File: src/rtl/controller_pkg.sv
// controller_pkg: shared button indices and limits for controller_reader and controller_responder
package controller_pkg;
    localparam int BTN_UP          = 11;
    localparam int BTN_DOWN        = 10;
    localparam int BTN_LEFT        = 9;
    localparam int BTN_RIGHT       = 8;
    localparam int BTN_A           = 7;
    localparam int BTN_B           = 6;
    localparam int BTN_C           = 5;
    localparam int BTN_X           = 4;
    localparam int BTN_Y           = 3;
    localparam int BTN_Z           = 2;
    localparam int BTN_START       = 1;
    localparam int BTN_MODE        = 0;
    localparam int FCNT_MAX        = 4;
    localparam int DEFAULT_TIMEOUT = 75000;
endpackage

File: src/rtl/controller_responder_select_sync.sv
// select_sync: 2-FF synchronizer for the select line with rise/fall pulses
module select_sync (
    input  logic clk,
    input  logic reset,
    input  logic select,
    output logic sel_s,
    output logic rise,
    output logic fall
);
    logic s1, s2, s_prev;
    always_ff @(posedge clk or negedge reset) begin
        if (!reset) begin
            s1     <= 1'b1;
            s2     <= 1'b1;
            s_prev <= 1'b1;
        end else begin
            s1     <= select;
            s2     <= s1;
            s_prev <= s2;
        end
    end
    assign sel_s = s2;
    assign rise  = s2 & ~s_prev;
    assign fall  = ~s2 & s_prev;
endmodule

File: src/rtl/controller_responder.sv
// controller_responder: 3/6-button pad emulator driving active-low pins; CONTROLLER_SIX_BUTTON_EN selects 6-button mode
module controller_responder
    import controller_pkg::*;
#(
    parameter int TIMEOUT_CYCLES = DEFAULT_TIMEOUT
) (
    input  logic        clk,
    input  logic        reset,
    input  logic        select,
    input  logic [11:0] buttons,
    input  logic        connected,
    output logic        PIN_UP_Z,
    output logic        PIN_DOWN_Y,
    output logic        PIN_LEFT_X,
    output logic        PIN_RIGHT_MODE,
    output logic        PIN_A_B,
    output logic        PIN_START_C,
    output logic [2:0]  phase
);
    logic        sel_s, rise, fall;
    logic [2:0]  fcnt, fcnt_nxt;
    logic [5:0]  pins, pins_nxt;
    logic [11:0] n;
    assign n = ~buttons;
    select_sync u_sync (
        .clk   (clk),
        .reset (reset),
        .select(select),
        .sel_s (sel_s),
        .rise  (rise),
        .fall  (fall)
    );
`ifdef CONTROLLER_SIX_BUTTON_EN
    localparam int CW = $clog2(TIMEOUT_CYCLES + 1);
    logic [CW-1:0] idle;
    logic          tmo;
    assign tmo = idle >= CW'(TIMEOUT_CYCLES - 1);
    always_ff @(posedge clk or negedge reset) begin
        if (!reset)
            idle <= '0;
        else if (rise | fall)
            idle <= '0;
        else if (idle != CW'(TIMEOUT_CYCLES))
            idle <= idle + CW'(1);
    end
    // The mux uses the next count so a new phase shows without a stale cycle.
    always_comb begin
        fcnt_nxt = fall ? (fcnt == 3'(FCNT_MAX) ? fcnt : fcnt + 3'd1) : (!rise && tmo) ? 3'd0 : fcnt;
        pins_nxt = sel_s ? (fcnt_nxt == 3'd3
                      ? {n[BTN_Z], n[BTN_Y], n[BTN_X], n[BTN_MODE], n[BTN_B], n[BTN_C]}
                      : {n[BTN_UP], n[BTN_DOWN], n[BTN_LEFT], n[BTN_RIGHT], n[BTN_B], n[BTN_C]})
                 : {fcnt_nxt == 3'd4 ? 4'hF : fcnt_nxt == 3'd3 ? 4'h0 : {n[BTN_UP], n[BTN_DOWN], 2'b00},
                    n[BTN_A], n[BTN_START]};
    end
`else
    logic unused_sig;
    assign unused_sig = &{rise, fall, n[BTN_X], n[BTN_Y], n[BTN_Z], n[BTN_MODE], TIMEOUT_CYCLES[0]};
    always_comb begin
        fcnt_nxt = 3'd0;
        pins_nxt = sel_s ? {n[BTN_UP], n[BTN_DOWN], n[BTN_LEFT], n[BTN_RIGHT], n[BTN_B], n[BTN_C]}
                         : {n[BTN_UP], n[BTN_DOWN], 2'b00, n[BTN_A], n[BTN_START]};
    end
`endif
    always_ff @(posedge clk or negedge reset) begin
        if (!reset) begin
            pins <= '1;
            fcnt <= '0;
        end else begin
            pins <= connected ? pins_nxt : '1;
            fcnt <= fcnt_nxt;
        end
    end
    assign {PIN_UP_Z, PIN_DOWN_Y, PIN_LEFT_X, PIN_RIGHT_MODE, PIN_A_B, PIN_START_C} = pins;
    assign phase = fcnt;
endmodule

File: config.mk
export PLATFORM = sky130hd
export DESIGN_NAME = controller_responder
export DESIGN_NICKNAME = d
export VERILOG_FILES = /design/src/rtl/controller_pkg.sv /design/src/rtl/controller_responder_select_sync.sv /design/src/rtl/controller_responder.sv
export SDC_FILE = /design/constraint.sdc
export NUM_CORES = 1
export LEC_CHECK = 0
export BUFFER_PORTS_ARGS = -buffer_cell sky130_fd_sc_hd__buf_2
export CAP_MARGIN = 20
export CORE_AREA = 2 2 39 41
export DETAILED_ROUTE_END_ITERATION = 10
export DIE_AREA = 0 0 41 43
export GPL_ROUTABILITY_DRIVEN = 0
export PLACE_DENSITY_LB_ADDON = 0.3
export SETUP_SLACK_MARGIN = 0.2
export SYNTH_ARGS = -nofsm -noshare
export SYNTH_HDL_FRONTEND = slang
export SYNTH_SLANG_ARGS = --single-unit
export TNS_END_PERCENT = 1
File: constraint.sdc
create_clock -name clk -period 2.4 [get_ports clk]
set_input_delay 0.36 -clock clk [delete_from_list [all_inputs] [get_ports clk]]
set_output_delay 0.36 -clock clk [all_outputs]
set_load 0.01 [all_outputs]
# Word level (Yosys, flattened, before mapping)
# Cells that the tools add are included.
totals:
  ff_bits: 8
  input_bits: 16
  out_inout_bits: 9
  elab_cells: 6
classes:
  mux: 2
  bitwise: 1
op_table:
  columns: ["op", "n"]
  rows:
  - ["12-bit inverter", 1]
  - ["6-bit 2-to-1 mux", 1]
  - ["4-bit 2-to-1 mux", 1]

# Logic depth before layout (Yosys ltp)
# Gate-level depths: netlist of run 1.
logic_depth:
  ltp_word: 3
  mapped_depth: 2
  ltp_nobuf: 2

# Modules after synthesis
# Synthesis of run 1 repeated with hierarchy kept, for this count alone.
hier_totals:
  cells_unflattened: 24
  hier_area_um2: 329.1
by_module_without_submodules:
  columns: ["mod", "instances", "cells_per_inst", "area_each_um2", "seq_area_each_um2"]
  rows:
  - ["controller_responder", 1, 19, 235.2, 157.7]
  - ["select_sync", 1, 5, 93.8, 78.8]

# Least setup slack after synthesis of run 1
# OpenSTA, ideal clock, no wires.
synth_timing:
  path_type: "reg-to-reg"
  start: "register u_sync.s2 (netlist: u_sync.sel_s)"
  end: "register pins[0]"
  setup_ns: 0.060
  arrival_time_ns: 0.889
  required_ns: 2.340
  slack_ns: 1.451
  stages_incl_launch_ff: 3
  n_path_buf: 0
  period_less_slack_ns: 0.949
  cell_sequence: "dfstp_2 > mux2_1 > nand2_1"
synth_between:
  elab_chain_len: 2
synth_rtl:
  columns: ["element", "line_no", "rtl"]
  rows:
  - ["from (decl)", "controller_responder_select_sync.sv:10", "logic s1, s2, s_prev;"]
  - ["from (signal assigned)", "controller_responder_select_sync.sv:14", "s2 <= 1'b1;"]
  - ["from (signal assigned)", "controller_responder_select_sync.sv:18", "s2 <= s1;"]
  - ["4-bit 2-to-1 mux", "controller_responder.sv:60", "pins_nxt = sel_s ? {n[BTN_UP], n[BTN_DOWN], n[BTN_LEFT], n[BTN_RIGHT], n[BTN_B], n[BTN_C]}"]
  - ["6-bit 2-to-1 mux", "controller_responder.sv:69", "pins <= connected ? pins_nxt : '1;"]
  - ["to (signal assigned)", "controller_responder.sv:69", null]
  - ["to (decl)", "controller_responder.sv:22", "logic [5:0] pins, pins_nxt;"]
# Every way passes these cells.

# Final worst setup path of run 1
layout_timing:
  start: "register pins[4]"
  end: "output port PIN_DOWN_Y"
layout_rtl:
  columns: ["element", "line_no", "rtl"]
  rows:
  - ["to (decl)", "controller_responder.sv:13", "output logic PIN_DOWN_Y,"]
# No word-level cell between the ends.

==> flow_summary_export.csv, run 1 <==
group,metric,value,unit
final_layout,final_common_cell,"buf_2",
clocking,postCtsSetupRepairBufs,0,
detailed_routing,route.detailed.drc,0,
clocking,cts-root-buf,"clkbuf_4",
synth,yosysTopAreaCellShare,0.730,
detailed_routing,via_count,204,
outcome,run_status,"finished clean",
critical_path,worstPathArrival,870,ps
critical_path,path_cells,"buf_2",
die,ioPinCount,25,
sta,finalWorstSetupSlack,1170,ps
global_routing,grt.total_usage,0.0618,
synth,synthCells,21,
synth,yosysWarnings,0,
global_routing,grt_pass1_vias,176,
sta,max_freq,812,MHz
clocking,clkSinkCount,8,
final_layout,area.growth.synth_to_final,39.1,%
detailed_routing,wl_met3,49,µm
die,num_rows,14,
synth,syn-cell-area,288,µm²
critical_path,regToRegSetupSlack,1410,ps
final_layout,fillCellCount,158,
die,die_x,41,µm
die,die_area,1760,µm²
placement,dpl_worst_slack,1410,ps
sta,rsz0062_at_grt,"false",
die,start_util,0.208,
die,die_y,43,µm
clocking,post_cts_resized,0,
critical_path,critical_path.max_stage_delay,510,ps
power,total_power,0.276,mW
sta,post-route-period-util,0.513,
global_routing,grt-ovfl-total,0,
sta,setup_tns,0,ps
final_layout,nets,58,
detailed_routing,vias_per_cell,3.64,
power,p_per_area,689,nW/µm²
final_layout,multi_input_area,58.8,µm²
critical_path,end_kind,"output port",
detailed_routing,wl,465,µm
final_layout,drive_above_1_share,0.700,
detailed_routing,m1WireLength,131,µm
detailed_routing,routedWlPerCell,8.30,µm
clocking,cts_hold_buffers,0,
clocking,numCtsBuffers,3,
synth,ys_seq_area_frac,0.730,
critical_path,critical_path_required,2040,ps
clocking,cts_max_level,1,
final_layout,final_cell_mix,"buf_2 (17), dfstp_2 (8), nand2_1 (4)",
critical_path,cp_num_buf_inv,1,
critical_path,cpLargestDelayFamily,"flip-flops",
die,core-area,1380,µm²
clocking,worstSkewPairLatency,240,ps
final_layout,seqCellArea,210,µm²
sta,fin_crit,1230,ps
critical_path,cp_num_cells,1,
synth,ys_top_cells_by_area,"dfstp_2 (73%), buf_4 (7.8%), mux2_1 (7.8%)",
critical_path,worstSetupPathType,"flip-flop to output port",
synth,avgSynthCellArea,13.7,µm²
sta,clock_skew,0.0953,ps
global_routing,grt_pass1_wl,627,µm
power,ir_drop,0.186,mV
sta,finalMaxSlewViolations,0,
global_routing,antenna_found_initial,0,
critical_path,cpMaxStageDelayCell,"dfstp_2",
clocking,clkTransAtPathRegs,50,ps
detailed_routing,first_iter_violations,0,
detailed_routing,top_layer_used,"met3",
critical_path,start_kind,"flip-flop",
placement,io_buffer_count,17,
critical_path,worst_r2r_path_depth,2,
synth,yosysUniqueCellTypes,7,
clocking,cts_tree,"yes",
critical_path,cp-endpoint,"PIN_DOWN_Y",
critical_path,reg2reg_from,"u_sync.sel_s$_DFF_PN1_",
synth,ys_ff_latch,8,
flow_run,drv_cap,0,
critical_path,cp-startpoint,"pins[4]$_DFF_PN1_",
synth,yosys.area.top_type,"dfstp_2",
sta,finalSetupViolCount,0,
critical_path,critPathMaxFanout,1,
min_path,min_path_type,"input pin to async pin",
critical_path,r2r-end,"pins[1]$_DFF_PN1_",
sta,hold_viol,0,
power,p_leak,0.194,nW
clocking,clock_path_buffers,2,
global_routing,grt_max_degree,9,
final_layout,n_antenna_cell,0,
detailed_routing,dr_wl_met2,284,µm
detailed_routing,drt_first_pass_iters,1,
detailed_routing,ant_nets,0,
## power breakdown
group          total [mW]  switching [mW]  internal, mW
logic              0.0283          0.0150        0.0133
registers           0.151         0.00217         0.149
clock network      0.0966          0.0398        0.0568
## Yosys cell counts
cell type and n:
buf_4 3, inv_1 1, dfstp_2 8, mux2_1 2
o21ai_0 2, conb_1 1, nand2_1 4
## final cells by class
type / instances / area share
clock buffer: 3 / 0.0562
timing repair buffer: 17 / 0.212
inverter: 1 / 0.00938
tap: 16 / 0.0500
multi-input combinational: 11 / 0.147
sequential: 8 / 0.525
## kinds of logic after synthesis
group,count (synthesis),share of synthesized area
other,1,0.0130
AND/OR/NAND/NOR,4,0.0522
AO/OA/AOI/OAI,2,0.0348
flip-flops,8,0.730
buffers and inverters,4,0.0913
multiplexers,2,0.0783
## how the worst min path moves through the flow
stage / from / endpoint / slack [ps]
finish: reset / pins[0]$_DFF_PN1_ / 150
global route: reset / pins[2]$_DFF_PN1_ / 170
CTS: reset / pins[2]$_DFF_PN1_ / 150
detailed placement: u_sync.s1$_DFF_PN1_ / u_sync.sel_s$_DFF_PN1_ / 350
global placement: u_sync.s1$_DFF_PN1_ / u_sync.sel_s$_DFF_PN1_ / 350
floorplan: reset / pins[0]$_DFF_PN1_ / 210
## registers in the layout, indices dropped and copies added (netlist names)
register / count
pins: 6
u_sync.s1: 1
u_sync.sel_s: 1
## through the flow
step / hold WS (ps) / std cells / cell area, µm² / utilization
2_1_floorplan: 212 / 23 / 295 / -
3_3_place_gp: 346 / 53 / 378 / 0.273
3_5_place_dp: 347 / 53 / 378 / 0.273
4_1_cts: 155 / 56 / 400 / 0.289
5_1_grt: 170 / 56 / 400 / 0.289
6_report: 152 / 56 / 400 / 0.289
## routing by layer
layer,global-route usage,up-vias
li1,-,99
met1,0.0497,98
met4,0.0800,0
met5,0,-
met2,0.0875,7
met3,0.0314,0
Power figures use the tool's default switching activity.
==> run 2: changes to the inputs <==
ABC_AREA = 1   (was default)
clock period = 1.2 ns   (was 2.4 ns; I/O delays follow)
==> run 2 against run 1 <==
Effect of this change:
- sequential cell count unchanged
- combinational power rose to 2.8 times the previous value
- die area unchanged
- critical path type unchanged
- global-route usage rose by 1.1 points
- critical path depth unchanged
==> flow_summary_export.csv, run 2 <==
group,metric,value,unit
outcome,run_status,"finished clean",
die,start_util,0.221,
detailed_routing,drt_first_pass_iters,1,
die,num_rows,14,
power,p_per_area,1240,nW/µm²
synth,yosysTopAreaCellShare,0.689,
critical_path,path_cells,"buf_6",
global_routing,antenna_found_initial,0,
global_routing,grt_max_degree,9,
critical_path,cpLargestDelayFamily,"flip-flops",
clocking,cts_tree,"yes",
final_layout,top_register,"pins",
placement,hpwl,426,µm
synth,avgSynthCellArea,11.3,µm²
sta,fin_crit,1040,ps
sta,finalMaxSlewViolations,0,
sta,post-route-period-util,0.867,
placement,io_buffer_count,17,
global_routing,grt.total_usage,0.0728,
clocking,cts_max_level,1,
sta,max_freq,962,MHz
critical_path,cpMaxStageDelayCell,"dfstp_2",
synth,ys_top_cells_by_count,"dfstp_2 (8), nand2_1 (6), buf_4 (3)",
die,ioPinCount,25,
critical_path,cp_num_buf_inv,1,
synth,synth_most_common_cell,"dfstp_2",
final_layout,largest_reg_flops,6,
clocking,clkTransAtPathRegs,50,ps
critical_path,end_kind,"output port",
sta,clock_skew,4.76,ps
synth,synth_edf_count,0,
critical_path,critical_path.max_stage_delay,520,ps
critical_path,worstSetupPathType,"flip-flop to output port",
sta,rsz0062_at_grt,"true",
min_path,min_path_type,"input pin to flip-flop",
synth,syn-cell-area,305,µm²
global_routing,grt-ovfl-total,0,
clocking,numCtsBuffers,3,
final_layout,layoutNonFillerInstCount,63,
sta,hold_viol,0,
detailed_routing,first_iter_violations,0,
critical_path,critical_path_required,1020,ps
detailed_routing,via_count,226,
critical_path,start_kind,"flip-flop",
global_routing,grt_pass1_vias,222,
detailed_routing,vias_per_cell,3.59,
die,die_y,43,µm
die,die_x,41,µm
clocking,clock_path_buffers,2,
critical_path,worstPathArrival,860,ps
detailed_routing,ant_nets,0,
die,core-area,1380,µm²
final_layout,nets,65,
sta,finalSetupViolCount,0,
clocking,worstSkewPairLatency,240,ps
final_layout,final_common_cell,"buf_2",
synth,yosysWarnings,0,
critical_path,critPathMaxFanout,1,
synth,synthArstFlopShare,1.00,
sta,setup_tns,0,ps
synth,ys_top_cells_by_area,"dfstp_2 (69%), buf_4 (7.4%), nand2_1 (7.4%)",
final_layout,final_cell_mix,"buf_2 (11), dfstp_2 (8), nand2_1 (6), buf_6 (6)",
synth,ys_seq_area_frac,0.689,
synth,synthFlopType,"dfstp_2",
clocking,clkSinkCount,8,
final_layout,n_antenna_cell,0,
synth,synthCells,27,
flow_run,drv_cap,0,
placement,dp_cells,59,
synth,yosys.area.top_type,"dfstp_2",
final_layout,drive_above_1_share,0.681,
synth,ys_ff_latch,8,
detailed_routing,wl,485,µm
detailed_routing,route.detailed.drc,0,
die,die_area,1760,µm²
clocking,cts-root-buf,"clkbuf_4",
detailed_routing,routedWlPerCell,7.70,µm
power,ir_drop,0.383,mV
power,p_leak,0.233,nW
final_layout,area.growth.synth_to_final,52.5,%
global_routing,grt_pass1_wl,765,µm
synth,yosysUniqueCellTypes,9,
==> run 2: layer usage <==
layer | global-route usage | vias up | wire length [µm]
met4 | 0.100 | 0 | 0
li1 | - | 114 | -
met1 | 0.0461 | 104 | 131
met3 | 0.0157 | 0 | 26
met5 | 0 | - | 0
met2 | 0.125 | 8 | 326
==> run 2: logic make-up (layout without fill, tap and decap cells) <==
kind of cell,Yosys count,count (layout),synth area share
compound gates,2,2,0.0574
other cells,1,3,0.0123
simple gates,8,8,0.107
buf+inv,8,26,0.135
flops,8,8,0.689
==> run 2: path summary, 6_finish.rpt <==
path / endpoint / from / cells past startpoint / slack, ps
min in group asynchronous: pins[0]$_DFF_PN1_ / reset / 2 / 510
worst min-delay path: u_sync.s1$_DFF_PN1_ / select / 1 / 30
worst max register to register: pins[1]$_DFF_PN1_ / u_sync.sel_s$_DFF_PN1_ / 3 / 410
worst max-delay path: PIN_START_C / pins[0]$_DFF_PN1_ / 1 / 160
worst min register to register: u_sync.sel_s$_DFF_PN1_ / u_sync.s1$_DFF_PN1_ / 0 / 350
max in group asynchronous: pins[5]$_DFF_PN1_ / reset / 2 / 660
==> run 2: cell type report <==
| class | instances | area (µm²) |
|---|---|---|
| fillers | 155 | 918 |
| repair buffers | 18 | 133 |
| inverters | 5 | 18.8 |
| well taps | 16 | 20.0 |
| multi-input cells | 13 | 61.3 |
| clock buffers | 3 | 22.5 |
| flip-flops and latches | 8 | 210 |
==> run 2: stage by stage <==
stage               utilization  instance area [µm²]  power (mW)  worst slack, ps  hold slack (ps)
floorplan                     -                  313       0.339              449             32.2
global placement          0.286                  395       0.371              410              241
detailed placement        0.286                  395       0.371              410              241
CTS                       0.336                  465       0.590              151             31.2
global route              0.336                  465       0.614              126             23.9
finish                    0.336                  465       0.579              160             34.4
==> run 2: repair_timing <==
item / 4_1_cts / 5_1_grt
setup endpoints to repair: 6 / 6
hold buffers: 1 / 0
gates resized for setup: 6 / 0
endpoints found under the hold margin: 8 / 0
buffers inserted: 0 / 0
==> run 2: power breakdown <==
group | internal (mW) | switching [mW] | leakage [nW]
combinational | 0.0440 | 0.0365 | 0.135
clock | 0.114 | 0.0792 | 0.0138
sequential | 0.298 | 0.00712 | 0.0843
